## config.mk

```make
export PLATFORM = sky130hd
export DESIGN_NAME = shift_add_multiplier
export DESIGN_NICKNAME = d
export VERILOG_FILES = /design/src/rtl/shift_add_multiplier_pkg.sv /design/src/rtl/shift_add_multiplier_adder.sv /design/src/rtl/shift_add_multiplier.sv
export SDC_FILE = /design/constraint.sdc
export NUM_CORES = 1
export LEC_CHECK = 0
export CORE_ASPECT_RATIO = 1.75
export CORE_MARGIN = 1
export CORE_UTILIZATION = 45
export CTS_CLUSTER_SIZE = 10
export DETAILED_ROUTE_END_ITERATION = 10
export PLACE_DENSITY = 0.72
export SKIP_CTS_REPAIR_TIMING = 1
export SYNTH_ARGS = -nofsm -noshare
export SYNTH_HDL_FRONTEND = slang
export SYNTH_SLANG_ARGS = --single-unit
```

## constraint.sdc

```tcl
create_clock -name clk -period 2.4 [get_ports clk]
set_input_delay 0.48 -clock clk [delete_from_list [all_inputs] [get_ports clk]]
set_output_delay 0.48 -clock clk [all_outputs]
set_load 0.02 [all_outputs]
```

## src/rtl/shift_add_multiplier_pkg.sv

```systemverilog
`default_nettype none
// +----------------------------------------------------------------------+
// | shift_add_multiplier_pkg : shared width default and FSM encodings     |
// | Rev 1.0 - initial release                                            |
// +----------------------------------------------------------------------+
package shift_add_multiplier_pkg;

  localparam int DEFAULT_N = 4;

  typedef enum logic [1:0] {
    IDLE = 2'd0,
    CALC = 2'd1,
    DONE = 2'd2
  } state_e;

endpackage
`default_nettype wire

```

## src/rtl/shift_add_multiplier_adder.sv

```systemverilog
`default_nettype none
// +----------------------------------------------------------------------+
// | four_bit_adder : parameterized N-bit ripple-carry adder               |
// | Rev 1.0 - initial release                                            |
// +----------------------------------------------------------------------+
module four_bit_adder
  import shift_add_multiplier_pkg::*;
#(
  parameter int N = DEFAULT_N
) (
  input  logic [N-1:0] i_a,
  input  logic [N-1:0] i_b,
  input  logic         i_cin,
  output logic [N-1:0] o_sum,
  output logic         o_cout
);

  logic [N:0] w_carry;

  assign w_carry[0] = i_cin;

  for (genvar i = 0; i < N; i++) begin : g_bit
    assign o_sum[i]     = i_a[i] ^ i_b[i] ^ w_carry[i];
    assign w_carry[i+1] = (i_a[i] & i_b[i]) | (w_carry[i] & (i_a[i] ^ i_b[i]));
  end

  assign o_cout = w_carry[N];

endmodule
`default_nettype wire

```

## src/rtl/shift_add_multiplier.sv

```systemverilog
`default_nettype none
// +----------------------------------------------------------------------+
// | shift_add_multiplier : sequential unsigned NxN shift-and-add multiply |
// | Rev 1.0 - initial release                                            |
// +----------------------------------------------------------------------+
module shift_add_multiplier
  import shift_add_multiplier_pkg::*;
#(
  parameter int N = DEFAULT_N
) (
  input  logic           clk,
  input  logic           rst,
  input  logic           start,
  input  logic [N-1:0]   A,
  input  logic [N-1:0]   B,
  output logic           busy,
  output logic           done,
  output logic [2*N-1:0] Product
);

  localparam int CNT_W = $clog2(N) + 1;

  state_e           state_q, state_d;
  logic [N-1:0]     m_q, m_d;
  logic [N-1:0]     q_q, q_d;
  logic [N-1:0]     acc_q, acc_d;
  logic [CNT_W-1:0] cnt_q, cnt_d;
  logic             busy_q, busy_d;
  logic             done_q, done_d;
  logic [2*N-1:0]   product_q, product_d;

  logic [N-1:0]     w_addend;
  logic [N-1:0]     w_sum;
  logic             w_cout;
  logic [2*N-1:0]   w_shifted;

  assign w_addend = q_q[0] ? m_q : '0;

  four_bit_adder #(.N(N)) u_adder (
    .i_a    (acc_q),
    .i_b    (w_addend),
    .i_cin  (1'b0),
    .o_sum  (w_sum),
    .o_cout (w_cout)
  );

  // Carry-out becomes the new ACC MSB, so the 2N-bit window never drops a bit.
  assign w_shifted = {w_cout, w_sum, q_q[N-1:1]};

  always_comb begin
    state_d   = state_q;
    m_d       = m_q;
    q_d       = q_q;
    acc_d     = acc_q;
    cnt_d     = cnt_q;
    busy_d    = busy_q;
    done_d    = 1'b0;
    product_d = product_q;

    case (state_q)
      // DONE lasts one cycle and may launch the next multiply on its exit edge,
      // giving one result every N+1 cycles under a held start.
      IDLE, DONE: begin
        if (start) begin
          m_d     = A;
          q_d     = B;
          acc_d   = '0;
          cnt_d   = CNT_W'(N);
          busy_d  = 1'b1;
          state_d = CALC;
        end else begin
          busy_d  = 1'b0;
          state_d = IDLE;
        end
      end
      CALC: begin
        acc_d = w_shifted[2*N-1:N];
        q_d   = w_shifted[N-1:0];
        cnt_d = cnt_q - 1'b1;
        if (cnt_q == CNT_W'(1)) begin
          state_d   = DONE;
          busy_d    = 1'b0;
          done_d    = 1'b1;
          product_d = w_shifted;
        end
      end
      default: begin
        state_d = IDLE;
        busy_d  = 1'b0;
      end
    endcase
  end

  always_ff @(posedge clk) begin
    if (rst) begin
      state_q   <= IDLE;
      m_q       <= '0;
      q_q       <= '0;
      acc_q     <= '0;
      cnt_q     <= '0;
      busy_q    <= 1'b0;
      done_q    <= 1'b0;
      product_q <= '0;
    end else begin
      state_q   <= state_d;
      m_q       <= m_d;
      q_q       <= q_d;
      acc_q     <= acc_d;
      cnt_q     <= cnt_d;
      busy_q    <= busy_d;
      done_q    <= done_d;
      product_q <= product_d;
    end
  end

  assign busy    = busy_q;
  assign done    = done_q;
  assign Product = product_q;

endmodule
`default_nettype wire
```

Yosys cells after proc, flatten, opt, wreduce, memory -nomap -nowiden
Index checks and enable logic that the tools add are counted.

Register bits after elaboration: 27. Bits in latches: 0. RAM bits: 0. ROM bits: 0. Bits of input ports: 11. Memories: 0.

Add/subtract/negate cells: 1. $mul: 0. Divide/modulo/power cells: 0. Order comparisons: 0. Eq/ne operators: 5. Shift operators: 0. Muxes and demuxes: 14. Bitwise gates (word level): 18. Reductions and logical operators: 7.

Operators by type and width (count): 4-bit one-hot mux with 2 select lines (2); 4-bit two-way mux (3); 1-bit AND (7); 1-bit bitwise XOR (7); 3-bit one-hot mux with 2 select lines (1); 2-bit AND reduction (3); 1-bit two-way mux (4); 2-bit inequality test (second input constant) (2); 2-bit one-hot mux with 2 select lines (1); 2-bit OR reduction (2); 3-bit by 1-bit equality test with 1-bit output (second input constant) (1); 3-bit two-way mux (1); 1-bit bitwise OR (3); 3-bit by 1-bit subtractor with 3-bit output (second input constant) (1); 2-bit by 1-bit equality test with 1-bit output (second input constant) (1); 2-bit equality test (second input constant) (1); 2-bit zero test (1); 2-bit two-way mux (1); 1-bit one-hot mux with 2 select lines (1); 2-bit nonzero test (1); 1-bit NOT (1).

Logic depth before layout (Yosys ltp)
Depth after elaboration: 9. Depth in mapped cells: 8.

Cells and area by module
Synthesis repeated with hierarchy kept, for this count alone.

Cell total of the unflattened synthesis: 142. Area total of the unflattened synthesis: 1187.4 um^2.

Modules (own cells, without submodules): shift_add_multiplier (times used 1, cells an instance 128, area each 1069.8 um^2, seq. area each 540.5 um^2); four_bit_adder (times used 1, cells an instance 14, area each 117.6 um^2, seq. area each 0.0 um^2).

Worst setup path after synthesis
No wires, ideal clock.

Path kind: register to register. From: register q_q[0]. To: register acc_q[2]. Library setup time: 0.070 ns. Arrival time: 2.081 ns. Setup slack: 0.249 ns. Cell stages (with the launch flop): 9. Path buffers: 0. Clock period less this slack: 2.151 ns. Path through: dfxtp_1 and2_1 ha_1 fa_1 fa_1 inv_1 fa_1 nand2b_1 a21oi_1.

Word-level cells in the longest chain between the ends: 8.

Ends and longest elaborated chain: start, declared (line shift_add_multiplier.sv:25) `logic [N-1:0] q_q, q_d;`; start signal, assigned (line shift_add_multiplier.sv:107) `q_q <= q_d;`; 4-bit two-way mux (*) (line shift_add_multiplier.sv:37) `assign w_addend = q_q[0] ? m_q : '0;`; 1-bit AND or 1-bit bitwise XOR (tied branches) (line shift_add_multiplier_adder.sv:24) `assign w_carry[i+1] = (i_a[i] & i_b[i]) | (w_carry[i] & (i_a[i] ^ i_b[i]));`; 1-bit AND (line shift_add_multiplier_adder.sv:24); 1-bit bitwise OR (line shift_add_multiplier_adder.sv:24); 1-bit AND (line shift_add_multiplier_adder.sv:24); 1-bit bitwise OR (line shift_add_multiplier_adder.sv:24); 1-bit bitwise XOR (*) (line shift_add_multiplier_adder.sv:23) `assign o_sum[i] = i_a[i] ^ i_b[i] ^ w_carry[i];`; 4-bit one-hot mux with 2 select lines (*) (line shift_add_multiplier.sv:60) `case (state_q)`; end signal, assigned (line shift_add_multiplier.sv:99) `acc_q <= '0;`; end signal, assigned (line shift_add_multiplier.sv:108) `acc_q <= acc_d;`; end, declared (line shift_add_multiplier.sv:26) `logic [N-1:0] acc_q, acc_d;`.

Every way passes the cells marked *; elsewhere a longest branch is shown, timed or not. A chain may end at the register's enable or synchronous reset.

Final worst setup path
Same ends and word-level chain as after synthesis.

==> flow_metrics.py <==
metrics = {
    "synthesis": {
        "syn_inst": 130,
        "synth_warnings": 0,
        "synth-edff-count": 0,
        "ys_top_cells_by_area": "dfxtp_1, a21oi_1, nand2_1",
        "netlist_top_cells_count": "dfxtp_1, a21oi_1, nand2_1",
        "seq_area_frac_synth": 0.471,
        "ys_seq_elements": 27,
        "syn_area_sq_um": 1150,
        "ys.flop_type": "dfxtp_1",
        "synth.distinct_cells": 24,
        "synthArstFlopShare": 0,
        "synth_most_common_cell": "dfxtp_1",
        "synth_top_area_cell": "dfxtp_1",
        "syn_nets": 147,
        "syn_avg_cell_area_sq_um": 8.83,
        "yosysTopAreaCellShare": 0.471,
    },
    "pwr": {
        "seqPwrFrac": 0.568,
        "power_frac_clock": 0.291,
        "p_int_mw": 0.644,
        "p_sw_frac": 0.248,
        "peakVddDrop_mv": 0.363,
        "p_sw_mw": 0.212,
        "combPwrFrac": 0.141,
        "power.density_nw_per_um2": 617,
        "p_leak_nw": 0.489,
    },
    "final_layout": {
        "n_fill_cell": 217,
        "design_area_sq_um": 1390,
        "layout.cells.non_filler": 171,
        "multiInputGateArea_sq_um": 539,
        "area_growth_pct": 20.9,
        "nets": 164,
        "layout-drive-gt1-share": 0.0616,
        "register_area_sq_um": 542,
        "antenna_cells": 0,
    },
    "setup_path": {
        "startpoint": "q_q[0]",
        "critical_path.max_stage_delay_ns": 0.41,
        "crit_family": "adder cells",
        "cp_max_fo": 5,
        "r2r_setup_slack_ns": 0.16,
        "startpoint_type": "flip-flop",
        "crit_end": "acc_q[2]",
        "crit_slowest_cell": "fa_1",
        "required_ns": 2.61,
        "endpoint_kind": "flip-flop",
        "worstPathArrival_ns": 2.45,
        "criticalPathCategory": "flip-flop to flip-flop",
        "cp.depth": 8,
        "critPathBufInv": 1,
        "crit_chain": "and2_1, ha_1, fa_1, fa_2, inv_1, fa_1, nand2b_1, a21oi_2",
        "r2r-start": "q_q[0]",
        "rr_endpoint": "acc_q[2]",
        "path_common_cell": "fa_1",
        "reg2regPathDepth": 8,
    },
    "sta": {
        "fin_crit_sh": 0.934,
        "timing.hold.ws_ns": 0.467,
        "tns_ns": 0,
        "max_freq_ghz": 0.446,
        "worst_slack_ns": 0.159,
        "max_slew_margin": 0.515,
        "final-hold-violation-count": 0,
        "report.final.slew_viol_count": 0,
        "worstMarginPinSlew_ns": 0.728,
        "layout_min_cycle_time_ns": 2.24,
        "finClkSkew_ns": 0.00282,
        "setup_viol": 0,
        "rsz0062_at_grt": "false",
    },
    "global_route": {
        "grt_pass1_vias": 868,
        "grt_pass1_wl_microns": 3720,
        "overflow": 0,
        "grt_max_degree": 28,
        "antenna_found_initial": 0,
        "grtUsageTotal": 0.197,
    },
    "die": {
        "die_area_sq_um": 2760,
        "fp.dieH_microns": 68.8,
        "start_util": 0.486,
        "dieWidth_microns": 40.2,
        "coreArea_sq_um": 2360,
        "io_pins": 21,
        "row_count": 23,
    },
    "placement": {
        "dp_hpwl_microns": 1620,
        "port_buffers": 20,
        "place_area_sq_um": 1340,
        "gp_congestion": 0.800,
        "place_ws_ns": 0.126,
        "placed_cells": 167,
    },
    "route": {
        "drc": 0,
        "drt_wl_total_microns": 2310,
        "dr.pass1.iters": 3,
        "antenna_left": 0,
        "wl_per_cell_microns": 13.5,
        "drt_iter0_markers": 41,
        "route.vias.total": 929,
        "vias_per_cell": 5.43,
    },
    "clock_network": {
        "root_buffer": "clkbuf_8",
        "cts_buffer_depth": 2,
        "cts_tree": "yes",
        "clock_latency_ns": 0.26,
        "clkSinkCount": 27,
        "numCtsBuffers": 3,
        "h-tree-depth": 1,
        "cts.clk_slew.worst_paths_ns": 0.09,
    },
    "job": {
        "max_cap_viol_count": 0,
    },
    "min_path": {
        "hold_path_class": "flip-flop to flip-flop",
    },
    "outcome": {
        "status": "finished clean",
    },
}
metrics by stage:
step | util | power [mW]
after floorplan | - | 0.580
after global placement | 0.566 | 0.613
after detailed placement | 0.566 | 0.617
after CTS | 0.585 | 0.861
after global routing | 0.588 | 0.893
final | 0.588 | 0.856
per-layer routing:
metal  GRT usage  part of all wire  vias to the layer above
li1            -                 -                      475
met1       0.218              0.42                      435
met2       0.353              0.54                       15
met3      0.0192             0.019                        4
met4       0.100             0.019                        0
met5           0                 0                        -
final cells by class:
cell class | count | area share
inverters | 4 | 0.0108
repair buffers | 22 | 0.155
multi-input cells | 89 | 0.389
flip-flops and latches | 27 | 0.390
clock buffers | 4 | 0.0325
well taps | 25 | 0.0225
cells in the final DEF, fill, tap and decap left out, drive strengths merged:
cell and instances:
nand2b 6, and2 3, buf 2, ha 3, nor3 10, o21a 1
fa 3, o21ai 6, and2b 1, a21oi 18, nand3 7, nor2 3
dfxtp 27, clkdlybuf4s50 20, a211oi 2, a31oi 1, and4bb 1, inv 4
o22ai 4, mux2 1, nand2 18, clkbuf 4, nor2b 1
tightest hold or removal path, cell delays in order, from the launching register on:
cell	delay [ns]
dfxtp_1	0.32
nand2_1	0.05
a21oi_1	0.05
registers in the layout (all words and copies together) (netlist names):
register / count
m_q: 4
done: 1
cnt_q: 3
state_q: 2
busy: 1
q_q: 4
acc_q: 4
Product: 8
cell families (layout without fill, tap and decap cells):
family	after synthesis	count (layout)	synth area share
flops	27	27	0.471
simple gates	50	50	0.215
mux	1	1	0.0131
buf+inv	14	30	0.0643
compound gates	32	32	0.152
fa+ha+maj	6	6	0.0851
worst min-delay path by stage:
stage | from | endpoint | slack, ns | cells past startpoint
floorplan | m_q[0] | m_q[0] | 0.43 | 2
global placement | m_q[0] | m_q[0] | 0.44 | 2
detailed placement | m_q[1] | m_q[1] | 0.46 | 2
CTS | m_q[1] | m_q[1] | 0.47 | 2
global route | m_q[3] | m_q[3] | 0.48 | 2
finish | m_q[3] | m_q[3] | 0.47 | 2
power by group through the flow:
stage | clock [mW] | sequential (mW) | combinational, mW
detailed placement | 0 | 0.496 | 0.121
global route | 0.269 | 0.489 | 0.134
global placement | 0 | 0.494 | 0.118
CTS | 0.254 | 0.486 | 0.122
floorplan | 0 | 0.496 | 0.0839
finish | 0.249 | 0.486 | 0.121
Note: power is estimated with default switching activity, not from simulation.
